$ cat src/rtl/if_stage.sv
// Instruction fetch: generates nextpc, issues inst SRAM reads, hands {inst, pc} to decode.
// Latency: a request issued in cycle N is presented to decode in cycle N+1.
// Backpressure: ds_allowin low holds the IF slot; the SRAM word is parked in a 1-entry buffer.
module if_stage #(
    parameter logic [63:0] RESET_PC = 64'h0000_0000_8000_0000
) (
    input  logic         clk,
    input  logic         resetn,
    input  logic         ds_allowin,
    input  logic [64:0]  br_bus,
    output logic         fs_to_ds_valid,
    output logic [95:0]  fs_to_ds_bus,
    output logic         inst_sram_en,
    output logic [63:0]  inst_sram_addr,
    input  logic [31:0]  inst_sram_rdata
);

    // Redirect request from decode; already qualified by decode's valid.
    typedef struct packed {
        logic        taken;
        logic [63:0] target;
    } br_t;

    // Payload handed to decode.
    typedef struct packed {
        logic [31:0] inst;
        logic [63:0] pc;
    } fs_ds_t;

    localparam logic [63:0] PC_STEP = 64'd4;

    br_t         br;
    fs_ds_t      fs_out;

    logic        started;
    logic        to_fs_valid;
    logic [63:0] seq_pc;
    logic [63:0] nextpc;

    logic        fs_valid;
    logic        fs_ready_go;
    logic        fs_allowin;
    logic [63:0] fs_pc;
    logic [31:0] fs_inst;

    logic [31:0] inst_buf;
    logic        buf_valid;
    logic        buf_capture;

    assign br = br_t'(br_bus);

    // ---------------------------------------------------------------
    // Pre-IF: the request side. Nothing is requested until the first
    // clock after reset release, so RESET_PC is the first address.
    // ---------------------------------------------------------------
    assign to_fs_valid = started;

    // Sequential PC wraps modulo 2^64; the branch target is taken as-is.
    assign seq_pc = fs_pc + PC_STEP;
    assign nextpc = br.taken ? br.target : seq_pc;

    // Mark that the first fetch may be issued once reset is released.
    always_ff @(posedge clk or negedge resetn) begin
        if (!resetn) begin
            started <= 1'b0;
        end else begin
            started <= 1'b1;
        end
    end

    // ---------------------------------------------------------------
    // IF slot. The SRAM answers in one cycle, so the stage is always
    // ready; it only advances when decode can take the current word.
    // ---------------------------------------------------------------
    assign fs_ready_go = 1'b1;
    assign fs_allowin  = !fs_valid || (fs_ready_go && ds_allowin);

    assign inst_sram_en   = to_fs_valid && fs_allowin;
    assign inst_sram_addr = nextpc;

    // Load the slot with the address requested this cycle, or drain it.
    always_ff @(posedge clk or negedge resetn) begin
        if (!resetn) begin
            fs_valid <= 1'b0;
            fs_pc    <= RESET_PC - PC_STEP;
        end else if (to_fs_valid && fs_allowin) begin
            fs_valid <= 1'b1;
            fs_pc    <= nextpc;
        end else if (fs_allowin) begin
            fs_valid <= 1'b0;
        end
    end

    // ---------------------------------------------------------------
    // Stall buffer. SRAM read data is only valid for the single cycle
    // after the request, so a stalled slot must park it. The first
    // captured word is kept until the instruction leaves; a later
    // capture would grab stale or unrelated read data. A wrong-path
    // word captured under a branch is dropped when the redirect loads,
    // since loading the slot always clears the buffer.
    // ---------------------------------------------------------------
    assign buf_capture = fs_valid && !buf_valid && !ds_allowin;

    // Park the SRAM word on the first stalled cycle; release it on departure.
    always_ff @(posedge clk or negedge resetn) begin
        if (!resetn) begin
            inst_buf  <= 32'h0;
            buf_valid <= 1'b0;
        end else if (fs_allowin) begin
            buf_valid <= 1'b0;
        end else if (buf_capture) begin
            inst_buf  <= inst_sram_rdata;
            buf_valid <= 1'b1;
        end
    end

    assign fs_inst = buf_valid ? inst_buf : inst_sram_rdata;

    // ---------------------------------------------------------------
    // Output to decode. A taken branch means the word in IF is on the
    // wrong path, so it is never presented.
    // ---------------------------------------------------------------
    assign fs_out.inst = fs_inst;
    assign fs_out.pc   = fs_pc;

    assign fs_to_ds_valid = fs_valid && fs_ready_go && !br.taken;
    assign fs_to_ds_bus   = fs_out;

endmodule

$ cat config.mk
export PLATFORM = sky130hd
export DESIGN_NAME = if_stage
export DESIGN_NICKNAME = d
export VERILOG_FILES = /design/src/rtl/if_stage.sv
export SDC_FILE = /design/constraint.sdc
export NUM_CORES = 1
export LEC_CHECK = 0
export ABC_AREA = 1
export BUFFER_PORTS_ARGS = -buffer_cell sky130_fd_sc_hd__buf_2
export CAP_MARGIN = 20
export CORE_ASPECT_RATIO = 1.4
export CORE_MARGIN = 2
export CORE_UTILIZATION = 40
export DETAILED_ROUTE_END_ITERATION = 12
export PLACE_DENSITY = 0.67
export SLEW_MARGIN = 0
export SYNTH_ARGS = -nofsm -noshare
export SYNTH_HDL_FRONTEND = slang
export SYNTH_SLANG_ARGS = --single-unit
$ cat constraint.sdc
create_clock -name clk -period 2.5 [get_ports clk]
set_clock_uncertainty 0.1 [all_clocks]
set_input_delay 0.125 -clock clk [delete_from_list [all_inputs] [get_ports clk]]
set_output_delay 0.125 -clock clk [all_outputs]
set_load 0.005 [all_outputs]
Yosys cells after proc, flatten, opt, wreduce, memory -nomap -nowiden
Index checks and enable logic that the tools add are counted.

Register bits: 99. Input port bits: 100. Output and inout bits: 162. Word-level logic and storage cells: 25.

Bitwise operators: 1. Add/subtract/negate cells: 1. Muxes and demuxes: 6. Reductions and logical operators: 12.

Operator list (number): adder 64 x 3 -> 64 bit (second input constant) (1); two-way mux 64 bit (1); two-way mux 32 bit (1); logical AND 1 bit (4); zero test 1 bit (4); two-way mux 1 bit (4); nonzero test 2 bit (2); AND reduction 2 bit (1); logical OR 1 bit (1); inverter 1 bit (1).

Longest topological paths before layout
Depth after elaboration: 5. Mapped depth: 11. Mapped depth without buffers: 11.

Worst setup path before layout
Ideal clock, no wire load.

Path type: register to register. Start point: reg fs_pc[2]. End point: reg fs_pc[42]. Arrival: 1.744 ns. Clock period less this slack: 1.962 ns. Required time: 2.282 ns. Setup time: 0.118 ns. Buffers on the path: 0. Cell stages (with the launch flop): 11. Path slack: 0.538 ns. Cell sequence: dfstp_2 -> ha_1 -> nand2_2 -> nor2_4 -> nand2_4 -> nor2_8 -> nand2_4 -> o21ai_1 -> nand3_1 -> nand3b_1 -> nand2_1.

Word-level cells in the longest chain between the ends: 2.

Ends and longest elaborated chain: start: declaration (line 43) `logic [63:0] fs_pc;`; start signal: assignment (line 85) `fs_pc <= RESET_PC - PC_STEP;`; start signal: assignment (line 88) `fs_pc <= nextpc;`; adder 64 x 3 -> 64 bit (line 59) `assign seq_pc = fs_pc + PC_STEP;`; two-way mux 64 bit (line 60) `assign nextpc = br.taken ? br.target : seq_pc;`.

No other way between the ends. A chain may end at the register's enable or synchronous reset.

Final worst setup path
Start point: reg fs_pc[7]. End point: out inst_sram_addr[51].

Word-level cells in the longest chain between the ends: 2.

Ends and longest elaborated chain: adder 64 x 3 -> 64 bit (line 59); two-way mux 64 bit (line 60); end: declaration (line 14) `output logic [63:0] inst_sram_addr,`.

No other way between the ends.

==> flow_results.org <==
** Worst setup path
- Cells traversed along the worst timing path :: nand2_2 > nor2_4 > nand2_1 > nor2_2 > nand2_2 > o21ai_0 > nand3_1 > and2_1 > buf_2
- By instance count, the cell type seen most on the critical path is nand2_2.
- Crit Path Class :: reg2out
- The slowest stage of the critical path belongs to the cell dfstp_2.
- Startpoint of the worst-slack reg-to-reg timing path :: fs_pc[3]$_DFFE_PN1P_
- Together, buffers and inverters on the worst path number 1.
- STA classifies the critical path endpoint as an output pin.
- Max Fanout on Critical Path :: 5
- Worst Reg2Reg Path Length in Cells :: 12
- In this design, the largest share of critical-path delay is due to simple AND/OR/NAND/NOR gates.
- Crit-path max cell delay :: between 500 and 600 ps
- For the worst setup path, the data required time is 2280 ps.
- The worst register-to-register path ends at fs_pc[26]$_DFFE_PN1P_.
- Reg2reg setup slack :: approximately 360 ps
- Data arrival time of the critical path :: about 2300 ps
- Critical Path Source Type :: flop

** Status
- Violated checks :: setup timing
- The flow ran to the end, but the final reports show violations.

** Logic synthesis
- Flip-flop cell with the highest count after synthesis :: dfrtp_1
- Cell type contributing the most total cell area after synthesis :: dfrtp_1
- In the synthesized netlist, the number of instances is roughly 1200.
- The share of the Yosys chip area taken by registers is 0.344.
- Mean instance size in the synthesized netlist :: roughly 6.2 µm²
- Counting flops with a built-in enable in the synthesized netlist gives 0.
- Yosys printed 0 warnings.
- Synth area leaders :: dfrtp_1 (24%), nand2_1 (20%), dfstp_2 (10%)
- The share of synthesized area in the top cell type comes to 0.239.
- Distinct cells, synth :: 32
- Synthesis-stage register bit count :: 99
- Mapped cell area :: ~7300 µm²
- When the netlist entered floorplanning its net count stood at about 1300.
- Async S/R FF share, synth :: 1.00

** Floorplanning
- # rows :: between 50 and 60
- Die X :: around 120 µm
- Initial core utilization :: 0.408
- Core region area :: 17900 µm²
- From bottom edge to top edge, the die measures between 150 and 200 µm.
- 262 I/O pins were placed.
- Total Die Area :: ~19000 µm²

** Route
- DRC violations left :: 0
- In the routed layout, each cell is associated on average with a via count of approximately 5.0.
- DR WL/cell :: 16.7 µm
- Initial DRC count :: ~670
- Before antenna repair, the detailed router went through 7 iterations.
- The detail route stage leaves a number of antenna-violating nets equal to 0.
- Routed via count :: 8912
- The final layout contains routed wiring with a total length of 29800 µm.

** Worst hold path
- The path with the worst hold slack has its endpoint at fs_pc[24]$_DFFE_PN1P_.
- The startpoint identified for the worst hold timing path is br_bus[24].
- The worst hold path was traced through 4 stages.
- In this run the worst hold path is classified as in2reg.

** GRT
- Overall Global Routing Usage :: 0.298
- Global-route wire length before repair :: 44700 µm
- Entering global routing, the biggest net connects between 60 and 70 pins.
- Via count of the first global-routing pass :: roughly 8500
- After global routing the overflow that remains totals 0.
- The initial antenna violation count is 0.

** Final layout
- Of the cells placed in the final design, the portion with a size suffix greater than 1 is 0.368.
- Net count of the finished layout :: approximately 1600
- The number of antenna diodes in the final layout is 0.
- Most frequent cells in the layout :: nand2_1 (351), buf_2 (258), inv_1 (125), nand3_1 (93), o21ai_0 (88)
- For this run, the share of the core covered by cells in the final layout is 0.607.
- Most common library cell in the layout ignoring fill and taps :: nand2_1
- Compared with the post-synthesis result, the final layout area differs by 48.6%.

** Placement
- The congestion estimate from routability-driven global placement came to roughly 1.0.
- Detailed placement finished with a half-perimeter wire length of around 22000 µm.
- Number of port buffers :: 261

** STA
- # setup viols final :: 4
- Of the available clock period, the critical path in the final layout requires 1.01.
- Subtracting the final worst setup slack from the clock period gives approximately 2500 ps.
- Total Neg Setup Slack :: -59.0 ps
- Headroom to the max-slew limit came out at 0.358.
- Setup repair after global routing could not meet its margin everywhere.
- The number of max-slew violations in the final report came to 0.
- The hold violation count in the final report was 0.
- Final worst setup slack :: -20.0 ps
- At the pin with the least slew margin, the transition time is approximately 960 ps.
- Achievable clock frequency :: between 300 and 400 MHz

** Clock network
- Source-to-sink clock delay at the later pin of the worst-skew pair :: between 300 and 400 ps
- Clock transition at the registers of the reported paths :: ~70 ps
- Number of clock buffers inserted by TritonCTS :: 9
- H-Tree Level Count :: 3
- In this run the clock root is driven by a clkbuf_16.
- TritonCTS built the clock tree.
- For this design, the sink count on the clock tree is around 100.
- Bufs on Longest Clock Path :: 2

** Pwr
- Leakage power figure :: 5.49 nW
- Internal power comes to roughly 3.5 mW.
- Of the total power, the share spent switching nets is 0.381.
- Net Switching :: 2.17 mW
- IR analysis of the VDD net gives a maximum drop of roughly 350 µV.
- Power spread over the standard cell area amounts to roughly 520 nW/µm².
- Gate power share :: 0.345
- Clock power frac :: 0.248
- Fraction of power consumed by sequential logic :: 0.406

** Flow run
- Max-cap violations :: 0
-- worst max path at each step --
stage                       endpoint  cells past startpoint                  start  slack (ps)
2_1_floorplan  fs_pc[42]$_DFFE_PN0P_                     10   fs_pc[2]$_DFFE_PN1P_         540
3_3_place_gp      inst_sram_addr[52]                     10   fs_pc[2]$_DFFE_PN1P_         130
3_5_place_dp      inst_sram_addr[52]                     10   fs_pc[2]$_DFFE_PN1P_         120
4_1_cts           inst_sram_addr[51]                      9  fs_pc[27]$_DFFE_PN1P_         -20
5_1_grt           inst_sram_addr[51]                      9  fs_pc[26]$_DFFE_PN1P_        -180
6_report          inst_sram_addr[51]                      9   fs_pc[7]$_DFFE_PN1P_         -20
-- registers in the layout, indices dropped and copies added (netlist names) --
signal and count:
buf_valid 1, fs_pc 64, fs_valid 1, inst_buf 32, started 1
-- synth_stat cells (6+ instances only) --
cell type and n:
a21boi_0 11, a21oi_1 13, a31oi_1 11, and2_1 22
buf_2 10, clkbuf_1 28, dfrtp_1 70, dfstp_2 29
inv_1 130, nand2_1 397, nand2_2 6, nand3_1 101
nand4_1 14, nor2_1 132, nor2_2 11, o21ai_0 89
o21ai_1 17, or2_2 37, xor2_1 12
-- worst register-to-register path, cell delays in order, from the launching register on --
cell and delay [ps]:
dfstp_2 600, ha_4 180, nand2_4 60, nor2_4 200, nand2_4 130, nor2_8 230
nand2_4 80, nand2_2 60, nand2_2 50, o21ai_2 150, buf_4 120, nand2_1 40
o21ai_1 70
-- layer usage --
metal	track usage	up-vias	share of wire
met5	0	-	0
met4	0.169	0	0.059
met3	0.0424	95	0.060
met2	0.546	375	0.51
met1	0.329	4036	0.37
li1	-	4406	-
-- power by group through the flow --
stage | sequential (mW) | combinational, mW | clock (mW)
CTS | 2.29 | 1.77 | 1.43
global route | 2.35 | 2.17 | 1.48
detailed placement | 2.32 | 1.57 | 0
finish | 2.31 | 1.96 | 1.41
floorplan | 2.22 | 0.840 | 0
global placement | 2.31 | 1.56 | 0
-- final cells by class --
cell class	instances	area (µm²)
Tap cell	240	300
Multi-Input combinational cell	897	4690
Clock inverter	7	60.1
Fill cell	1687	7050
Sequential cell	99	2530
Clock buffer	9	225
Inverter	133	504
Timing Repair Buffer	398	2570
-- per-stage QoR --
step / hold slack, ps / setup slack, ps / power (mW) / cells / instance area (µm²)
6_report: 3.79 / -20.0 / 5.69 / 1783 / 10900
5_1_grt: 26.9 / -180 / 6.00 / 1783 / 10900
4_1_cts: 1.69 / -15.7 / 5.49 / 1752 / 10300
3_5_place_dp: 188 / 122 / 3.89 / 1645 / 8900
3_3_place_gp: 188 / 132 / 3.87 / 1645 / 8900
2_1_floorplan: -271 / 538 / 3.06 / 1172 / 7320
-- kinds of logic (layout without fill, tap and decap cells) --
| family | after synthesis | in the layout | share of synthesized area |
|---|---|---|---|
| flip-flops | 99 | 99 | 0.344 |
| AND/OR/NAND/NOR | 734 | 734 | 0.437 |
| AO/OA/AOI/OAI | 148 | 148 | 0.110 |
| XOR/XNOR | 13 | 13 | 0.0156 |
| adder cells (fa/ha/maj) | 1 | 1 | 0.00171 |
| buffers and inverters | 176 | 547 | 0.0920 |
| other | 1 | 1 | 0.000513 |
-- what timing repair did --
action | CTS | global route
pin swaps | 10 | 37
hold buffers | 75 | 0
setup buffers | 16 | 31
endpoints found under the setup margin | 38 | 45
gates resized for setup | 56 | 120
hold endpoints to repair | 145 | 0
Note: power is estimated with default switching activity, not from simulation.
